==> src/rtl/rvga_types.sv <==
// Shared rvga core types: pipeline-control FSM states and default pipeline depth.
package rvga_types;

    localparam int unsigned RVGA_STAGES_DEF = 6;

    typedef enum logic [1:0] {
        PIPE_RUN    = 2'd0,
        PIPE_DRAIN  = 2'd1,
        PIPE_HALTED = 2'd2,
        PIPE_STEP   = 2'd3
    } rvga_pipe_state_e;

    // Mask selecting stages 1..n-1, i.e. everything behind ifetch.
    function automatic logic [15:0] upper_stage_mask(input int unsigned n);
        logic [15:0] m;
        m = 16'h0000;
        for (int unsigned i = 1; i < 16; i++) begin
            if (i < n) begin
                m[i] = 1'b1;
            end else begin
                m[i] = 1'b0;
            end
        end
        return m;
    endfunction

endpackage

==> src/rtl/rvga_perf_counter.sv <==
// Free-running wrapping event counter with synchronous reset and increment enable.
module rvga_perf_counter #(
    parameter int unsigned CNT_W = 32
) (
    input  logic             clk_i,
    input  logic             rst_i,
    input  logic             en_i,
    output logic [CNT_W-1:0] cnt_o
);

    logic [CNT_W-1:0] cnt_d;
    logic [CNT_W-1:0] cnt_q;

    // Next count: advance by one when enabled, wrapping naturally.
    always_comb begin
        cnt_d = cnt_q;
        if (en_i) begin
            cnt_d = cnt_q + {{(CNT_W-1){1'b0}}, 1'b1};
        end else begin
            cnt_d = cnt_q;
        end
    end

    // Count register.
    always_ff @(posedge clk_i) begin
        if (rst_i) begin
            cnt_q <= '0;
        end else begin
            cnt_q <= cnt_d;
        end
    end

    assign cnt_o = cnt_q;

endmodule

==> src/rtl/rvga_pipe_ctrl.sv <==
// Stall/flush generation, debug halt/step FSM and performance counters for the
// rvga in-order pipeline of STAGES stages.
module rvga_pipe_ctrl
    import rvga_types::*;
#(
    parameter int unsigned STAGES = RVGA_STAGES_DEF,
    parameter int unsigned CNT_W  = 32
) (
    input  logic              clk_i,
    input  logic              rst_i,
    input  logic              imem_req_v_i,
    input  logic              imem_resp_v_i,
    input  logic              dmem_req_v_i,
    input  logic              dmem_resp_v_i,
    input  logic [STAGES-1:0] stage_v_i,
    input  logic [STAGES-1:0] br_v_i,
    input  logic              btaken_i,
    input  logic              dbg_halt_i,
    input  logic              dbg_step_i,
    output logic [STAGES-1:0] stall_v_o,
    output logic [STAGES-1:0] flush_v_o,
    output logic              retire_v_o,
    output logic              halted_o,
    output logic [CNT_W-1:0]  cycle_cnt_o,
    output logic [CNT_W-1:0]  instret_cnt_o,
    output logic [CNT_W-1:0]  stall_cnt_o
);

    localparam logic [15:0]       UPPER_MASK_W = upper_stage_mask(STAGES);
    localparam logic [STAGES-1:0] UPPER_MASK   = UPPER_MASK_W[STAGES-1:0];

    rvga_pipe_state_e state_d, state_q;
    logic             halted_d, halted_q;

    logic dwait, iwait, redirect, brpend, upper_empty, step_grant, fe_hold;

    assign dwait       = dmem_req_v_i & ~dmem_resp_v_i;
    assign iwait       = imem_req_v_i & ~imem_resp_v_i;
    assign redirect    = btaken_i & ~dwait;
    assign brpend      = |(br_v_i & stage_v_i & UPPER_MASK);
    assign upper_empty = ~|(stage_v_i & UPPER_MASK);
    assign step_grant  = (state_q == PIPE_STEP);
    assign fe_hold     = iwait | brpend | ((state_q != PIPE_RUN) & ~step_grant);

    // Prioritised hold/bubble decode; a pending dmem wait defers any redirect.
    always_comb begin
        stall_v_o = '0;
        flush_v_o = '0;
        if (rst_i) begin
            flush_v_o = '1;
        end else if (dwait) begin
            stall_v_o = '1;
        end else if (redirect) begin
            flush_v_o             = '1;
            flush_v_o[STAGES-1]   = 1'b0;
        end else if (fe_hold) begin
            stall_v_o[0] = 1'b1;
            flush_v_o[1] = 1'b1;
        end else begin
            stall_v_o = '0;
            flush_v_o = '0;
        end
    end

    assign retire_v_o = ~rst_i & stage_v_i[STAGES-1] & ~stall_v_o[STAGES-1];

    // Debug FSM next state; release of halt takes precedence over a step pulse.
    always_comb begin
        state_d = state_q;
        case (state_q)
            PIPE_RUN: begin
                if (dbg_halt_i) begin
                    state_d = PIPE_DRAIN;
                end else begin
                    state_d = PIPE_RUN;
                end
            end
            PIPE_DRAIN: begin
                if (upper_empty) begin
                    state_d = PIPE_HALTED;
                end else begin
                    state_d = PIPE_DRAIN;
                end
            end
            PIPE_HALTED: begin
                if (!dbg_halt_i) begin
                    state_d = PIPE_RUN;
                end else if (dbg_step_i) begin
                    state_d = PIPE_STEP;
                end else begin
                    state_d = PIPE_HALTED;
                end
            end
            PIPE_STEP: begin
                if (imem_resp_v_i && !stall_v_o[0]) begin
                    state_d = PIPE_DRAIN;
                end else begin
                    state_d = PIPE_STEP;
                end
            end
            default: begin
                state_d = PIPE_RUN;
            end
        endcase
        halted_d = (state_d == PIPE_HALTED);
    end

    // FSM state and halted flag registers.
    always_ff @(posedge clk_i) begin
        if (rst_i) begin
            state_q  <= PIPE_RUN;
            halted_q <= 1'b0;
        end else begin
            state_q  <= state_d;
            halted_q <= halted_d;
        end
    end

    assign halted_o = halted_q;

    rvga_perf_counter #(.CNT_W(CNT_W)) u_cycle_cnt (
        .clk_i (clk_i),
        .rst_i (rst_i),
        .en_i  (1'b1),
        .cnt_o (cycle_cnt_o)
    );

    rvga_perf_counter #(.CNT_W(CNT_W)) u_instret_cnt (
        .clk_i (clk_i),
        .rst_i (rst_i),
        .en_i  (retire_v_o),
        .cnt_o (instret_cnt_o)
    );

    rvga_perf_counter #(.CNT_W(CNT_W)) u_stall_cnt (
        .clk_i (clk_i),
        .rst_i (rst_i),
        .en_i  (stall_v_o[0] & (state_q == PIPE_RUN)),
        .cnt_o (stall_cnt_o)
    );

endmodule

==> config.mk <==
export PLATFORM = sky130hd
export DESIGN_NAME = rvga_pipe_ctrl
export DESIGN_NICKNAME = d
export VERILOG_FILES = /design/src/rtl/rvga_types.sv /design/src/rtl/rvga_perf_counter.sv /design/src/rtl/rvga_pipe_ctrl.sv
export SDC_FILE = /design/constraint.sdc
export NUM_CORES = 1
export LEC_CHECK = 0
export CORE_MARGIN = 3
export CORE_UTILIZATION = 25
export DETAILED_ROUTE_END_ITERATION = 7
export HOLD_SLACK_MARGIN = 0.1
export PLACE_DENSITY_LB_ADDON = 0.08
export SKIP_LAST_GASP = 1
export SLEW_MARGIN = 20
export SYNTH_ARGS = -nofsm -noshare
export SYNTH_HDL_FRONTEND = slang
export SYNTH_SLANG_ARGS = --single-unit
==> constraint.sdc <==
create_clock -name clk_i -period 4 [get_ports clk_i]
set_clock_uncertainty 0.1 [all_clocks]
set_input_delay 1.2 -clock clk_i [delete_from_list [all_inputs] [get_ports clk_i]]
set_output_delay 1.2 -clock clk_i [all_outputs]
set_load 0.01 [all_outputs]
Word level (Yosys, flattened, before mapping):

Index checks and enable logic that the tools add are counted.

* input port bits: 21
* flip-flop bits (word level): 99
* logic and storage cells: 47
* output and inout bits: 110

* reductions and logical operators: 6
* equality and inequality tests: 4
* multiplexer cells: 13
* $add $sub $neg: 3
* bitwise logic cells: 16

Operators by type and width (number)
* 32-bit by 1-bit adder with 32-bit output, second input constant: 3
* 6-bit two-way mux: 3
* 5-bit two-way mux: 2
* 5-bit OR reduction: 2
* 2-bit one-hot mux with 4 select lines: 1
* 1-bit AND: 7
* 6-bit AND: 1
* 2-bit == test, second input constant: 3
* 2-bit two-way mux: 3
* 1-bit NOT: 6
* 1-bit two-way mux: 4
* 2-bit by 1-bit == test with 1-bit output, second input constant: 1
* 2-bit zero test: 1
* 1-bit OR: 2
* 2-bit nonzero test: 1
* 1-bit logical AND: 1
* 1-bit zero test: 1

Logic depth before layout (Yosys ltp):

* word-level depth: 13
* depth in mapped cells: 9
* mapped depth without buffers: 7

Hierarchy:

From an unflattened synthesis, not the netlist that was laid out.

* cells, all modules: 589
* area, all modules: 5076.1 µm²

By module, submodules not included
* rvga_perf_counter: area an instance 1564.0 µm², cells each 181, times used 3
* rvga_pipe_ctrl: area an instance 384.1 µm², cells each 46, times used 1

Least setup slack after synthesis:

No wires, ideal clock.

* path kind: input -> output
* start point: input rst_i
* end point: output stall_v_o[2]
* required time: 2.700 ns
* path slack: 0.263 ns
* buffers on the path: 5
* cell stages on the path: 6
* data arrival time: 2.437 ns
* cells stage by stage: buf_6 clkbuf_1 clkbuf_1 buf_1 nor2_1 buf_4

* longest elaborated chain between the ends: 1

Ends and longest elaborated chain
* from (decl): RTL line rvga_pipe_ctrl.sv:10 `input logic rst_i,`
* 6-bit two-way mux: RTL line rvga_pipe_ctrl.sv:49 `if (rst_i) begin`
* to (decl): RTL line rvga_pipe_ctrl.sv:20 `output logic [STAGES-1:0] stall_v_o,`

Every way passes these cells.

Worst setup path in the final report:

* start point: input dmem_resp_v_i
* end point: output retire_v_o

* longest elaborated chain between the ends: 6

Ends and longest elaborated chain
* from (decl): RTL line rvga_pipe_ctrl.sv:14 `input logic dmem_resp_v_i,`
* 1-bit NOT: RTL line rvga_pipe_ctrl.sv:37 `assign dwait = dmem_req_v_i & ~dmem_resp_v_i;`
* 1-bit AND: RTL line rvga_pipe_ctrl.sv:37
* 6-bit two-way mux: RTL line rvga_pipe_ctrl.sv:51 `end else if (dwait) begin`
* 6-bit two-way mux: RTL line rvga_pipe_ctrl.sv:49
* 1-bit NOT: RTL line rvga_pipe_ctrl.sv:65 `assign retire_v_o = ~rst_i & stage_v_i[STAGES-1] & ~stall_v_o[STAGES-1];`
* 1-bit AND: RTL line rvga_pipe_ctrl.sv:65
* to (decl): RTL line rvga_pipe_ctrl.sv:22 `output logic retire_v_o,`

Every way passes these cells.

==> results.yml <==
status:
  outcome: "finished, final reports clean"
worst_setup_path:
  criticalPathCategory: "in -> out"
  worst_path_max_delay_cell: "clkdlybuf4s50_1"
  crit_end: "retire_v_o"
  startpoint_type: "primary input"
  r2r_cells: 8
  critPathLaunch: "dmem_resp_v_i"
  arrival_ps: 2630
  end_kind: "output pin"
  rrSetupSlack_ps: 1520
  crit_top_cell: "clkdlybuf4s50_1"
  reg2reg_to: "u_stall_cnt.cnt_o[22]$_SDFFE_PP0P_"
  timing.rr.start: "state_q[0]$_SDFF_PP0_"
  cpPeakStageDelay_ps: 580
  cp_max_fo: 3
  crit_required_ps: 2700
  cp_cell_sequence: "clkdlybuf4s50_1, and2b_1, nor2_1, clkdlybuf4s50_1"
global_route:
  grt_remaining_overflow: 0
  antenna_found_initial: 0
  grt_pass1_wl_mm: 22.9
  grt_usage_pct: 12.9
  grt_pass1_vias: 4512
  grt_max_degree: 42
timing:
  drv_slew: 0
  relSlewSlack_pct: 43.4
  finalHoldViolCount: 0
  final.period_utilization_pct: 98.2
  rsz0062_at_grt: "no"
  worst_pin_slew_ps: 850
  finalCriticalPeriod_ps: 3930
  hold-worst-slack_ps: 384
  clock.fmax_mhz: 255
  setup_viol: 0
  fin_setup_tns_ps: 0
cts:
  ctsRootBufferMaster: "clkbuf_16"
  htree_levels: 3
  clockBufferDepth: 2
  clkLatencyLatePin_ps: 350
  clk_pin_slew_worst_paths_ps: 60
  cts_tree: "done"
  numCtsBuffers: 9
  cts_sinks: 99
synthesis:
  yosys_register_bits: 99
  syn_area_per_cell_um2: 8.48
  synth_cells: 572
  yosysSeqAreaShare_pct: 40.9
  yosysMostFrequentCell: "dfxtp_1"
  synthTopCellsByArea: "dfxtp_1 (41%), nor2_1 (6.1%), xor2_1 (5.2%)"
  syn-cell-area_um2: 4850
  synth_top_area_cell: "dfxtp_1"
  ys_top_cells_by_count: "dfxtp_1 (99), nor2_1 (79), nand2_1 (38)"
  synth-edff-count: 0
  synth_nets: 600
  synthDistinctLibCells: 49
  yosysWarnings: 0
  synth_flop_cell: "dfxtp_1"
  synthArstFlopShare_pct: 0
  synth_top_area_share_pct: 40.9
power_and_ir_drop:
  ir_worst_vdd_v: 0.000180
  seqPwrFrac_pct: 48.1
  p_per_area_nw_per_um2: 307
  switching_share_pct: 22.0
  p_comb_share_pct: 6.3
  internal_power_mw: 1.62
  p_clk_share_pct: 45.6
  p_leak_nw: 2.25
  p_sw_uw: 458
floorplanning:
  start_util_pct: 25.7
  core-area_um2: 18900
  ios: 131
  die_h_um: 145
  die-area_um2: 21100
  die-width_um: 145
  rows: 50
drt:
  finalWirelength_mm: 13.2
  drt_iter0_markers: 284
  ant_nets: 0
  wl_per_cell_um: 13.7
  drc: 0
  first_pass_iters: 4
  vias: 4537
  routed_via_density: 4.71
cells_and_area:
  fin_util_pct: 35.8
  drive_gt1_share_pct: 7.95
  finalNetCount: 728
  antenna_cells: 0
  fin_cells: 964
  area_growth_pct: 39.5
  final_area_um2: 6760
min_path:
  hold_class: "reg -> reg"
  hp-start: "u_cycle_cnt.cnt_o[0]$_SDFF_PP0_"
run:
  cap_violations: 0
place:
  gp_congestion: 0.744
  place_area_um2: 6420
  hpwl_mm: 9.56
  dp_cells: 948
  numPortBuffers: 128
final cells by class:
cell class	count	area, um^2
Fill cell	1973	12100
Timing Repair Buffer	147	1420
Tap cell	260	325
Inverter	15	56.3
Sequential cell	99	1980
Clock inverter	4	73.8
Clock buffer	11	243
Multi-Input combinational cell	428	2660
cells by family (layout without fill, tap and decap cells):
family                   count (synthesis)  in the layout  synth area share (%)
AO/OA/AOI/OAI                           85             85                  11.3
buffers and inverters                   45            177                  4.59
AND/OR/NAND/NOR                        276            276                  30.3
adder cells (fa/ha/maj)                  7              7                  1.81
flip-flops                              99             99                  40.9
multiplexers                             8              8                  1.78
XOR/XNOR                                52             52                  9.39
placed cells by master (no fill, tap or decap), drive strengths merged, types with 3 or more instances in the layout:
| cell | count |
|---|---|
| clkbuf | 11 |
| buf | 20 |
| o21ai | 24 |
| xor2 | 29 |
| o2111ai | 3 |
| and3 | 13 |
| nor2 | 79 |
| a31o | 4 |
| nand2b | 12 |
| or4 | 13 |
| ha | 7 |
| nor4 | 8 |
| and4 | 12 |
| mux2 | 5 |
| or3 | 14 |
| nand3 | 34 |
| mux2i | 3 |
| nand2 | 38 |
| xnor2 | 23 |
| o31ai | 12 |
| clkdlybuf4s50 | 124 |
| inv | 16 |
| nor3 | 14 |
| and2 | 4 |
| a21oi | 31 |
| dfxtp | 99 |
| nand4 | 22 |
| nor2b | 7 |
metrics by stage:
stage / power, mW / worst slack (ps)
finish: 2.08 / 72.4
global placement: 1.15 / -151
detailed placement: 1.15 / -177
floorplan: 1.09 / 263
global route: 2.18 / 3.48
CTS: 2.13 / 16.5
routing by layer:
layer | wire length (um) | vias up | global-route usage (%)
met5 | 0 | - | 0
met3 | 927 | 13 | 4.56
met4 | 163 | 0 | 3.94
met2 | 5920 | 117 | 20.3
li1 | - | 2286 | -
met1 | 6220 | 2121 | 16.7
power groups by stage:
stage                     sequential (mW)  combinational (mW)  clock, mW
after global placement               1.02               0.128          0
after global routing                 1.00               0.145       1.03
after floorplan                      1.02              0.0625          0
after CTS                            1.00               0.130       1.00
after detailed placement             1.02               0.130          0
final                                1.00               0.131      0.948
critical path, delay by kind of cell:
family	cells	cell delay [ps]
and+or+nand+nor	2	370
buffers and inverters	2	1060
worst min-delay path by stage:
stage,to,cells past startpoint
final,u_cycle_cnt.cnt_o[0]$_SDFF_PP0_,1
after global routing,u_cycle_cnt.cnt_o[0]$_SDFF_PP0_,1
after CTS,u_cycle_cnt.cnt_o[0]$_SDFF_PP0_,1
after detailed placement,u_cycle_cnt.cnt_o[0]$_SDFF_PP0_,1
after global placement,u_cycle_cnt.cnt_o[0]$_SDFF_PP0_,1
after floorplan,u_cycle_cnt.cnt_o[0]$_SDFF_PP0_,1
registers in the layout, indices dropped and copies added, names as in the netlist:
register and flops:
u_stall_cnt.cnt_o 32, state_q 2, u_instret_cnt.cnt_o 32, halted_o 1, u_cycle_cnt.cnt_o 32
timing repair:
action	in CTS	in global routing
hold buffers	0	0
resized for setup	3	5
pin swaps	0	2
setup buffers	0	1
setup endpoints to repair	2	10
Note: power is estimated with default switching activity, not from simulation.
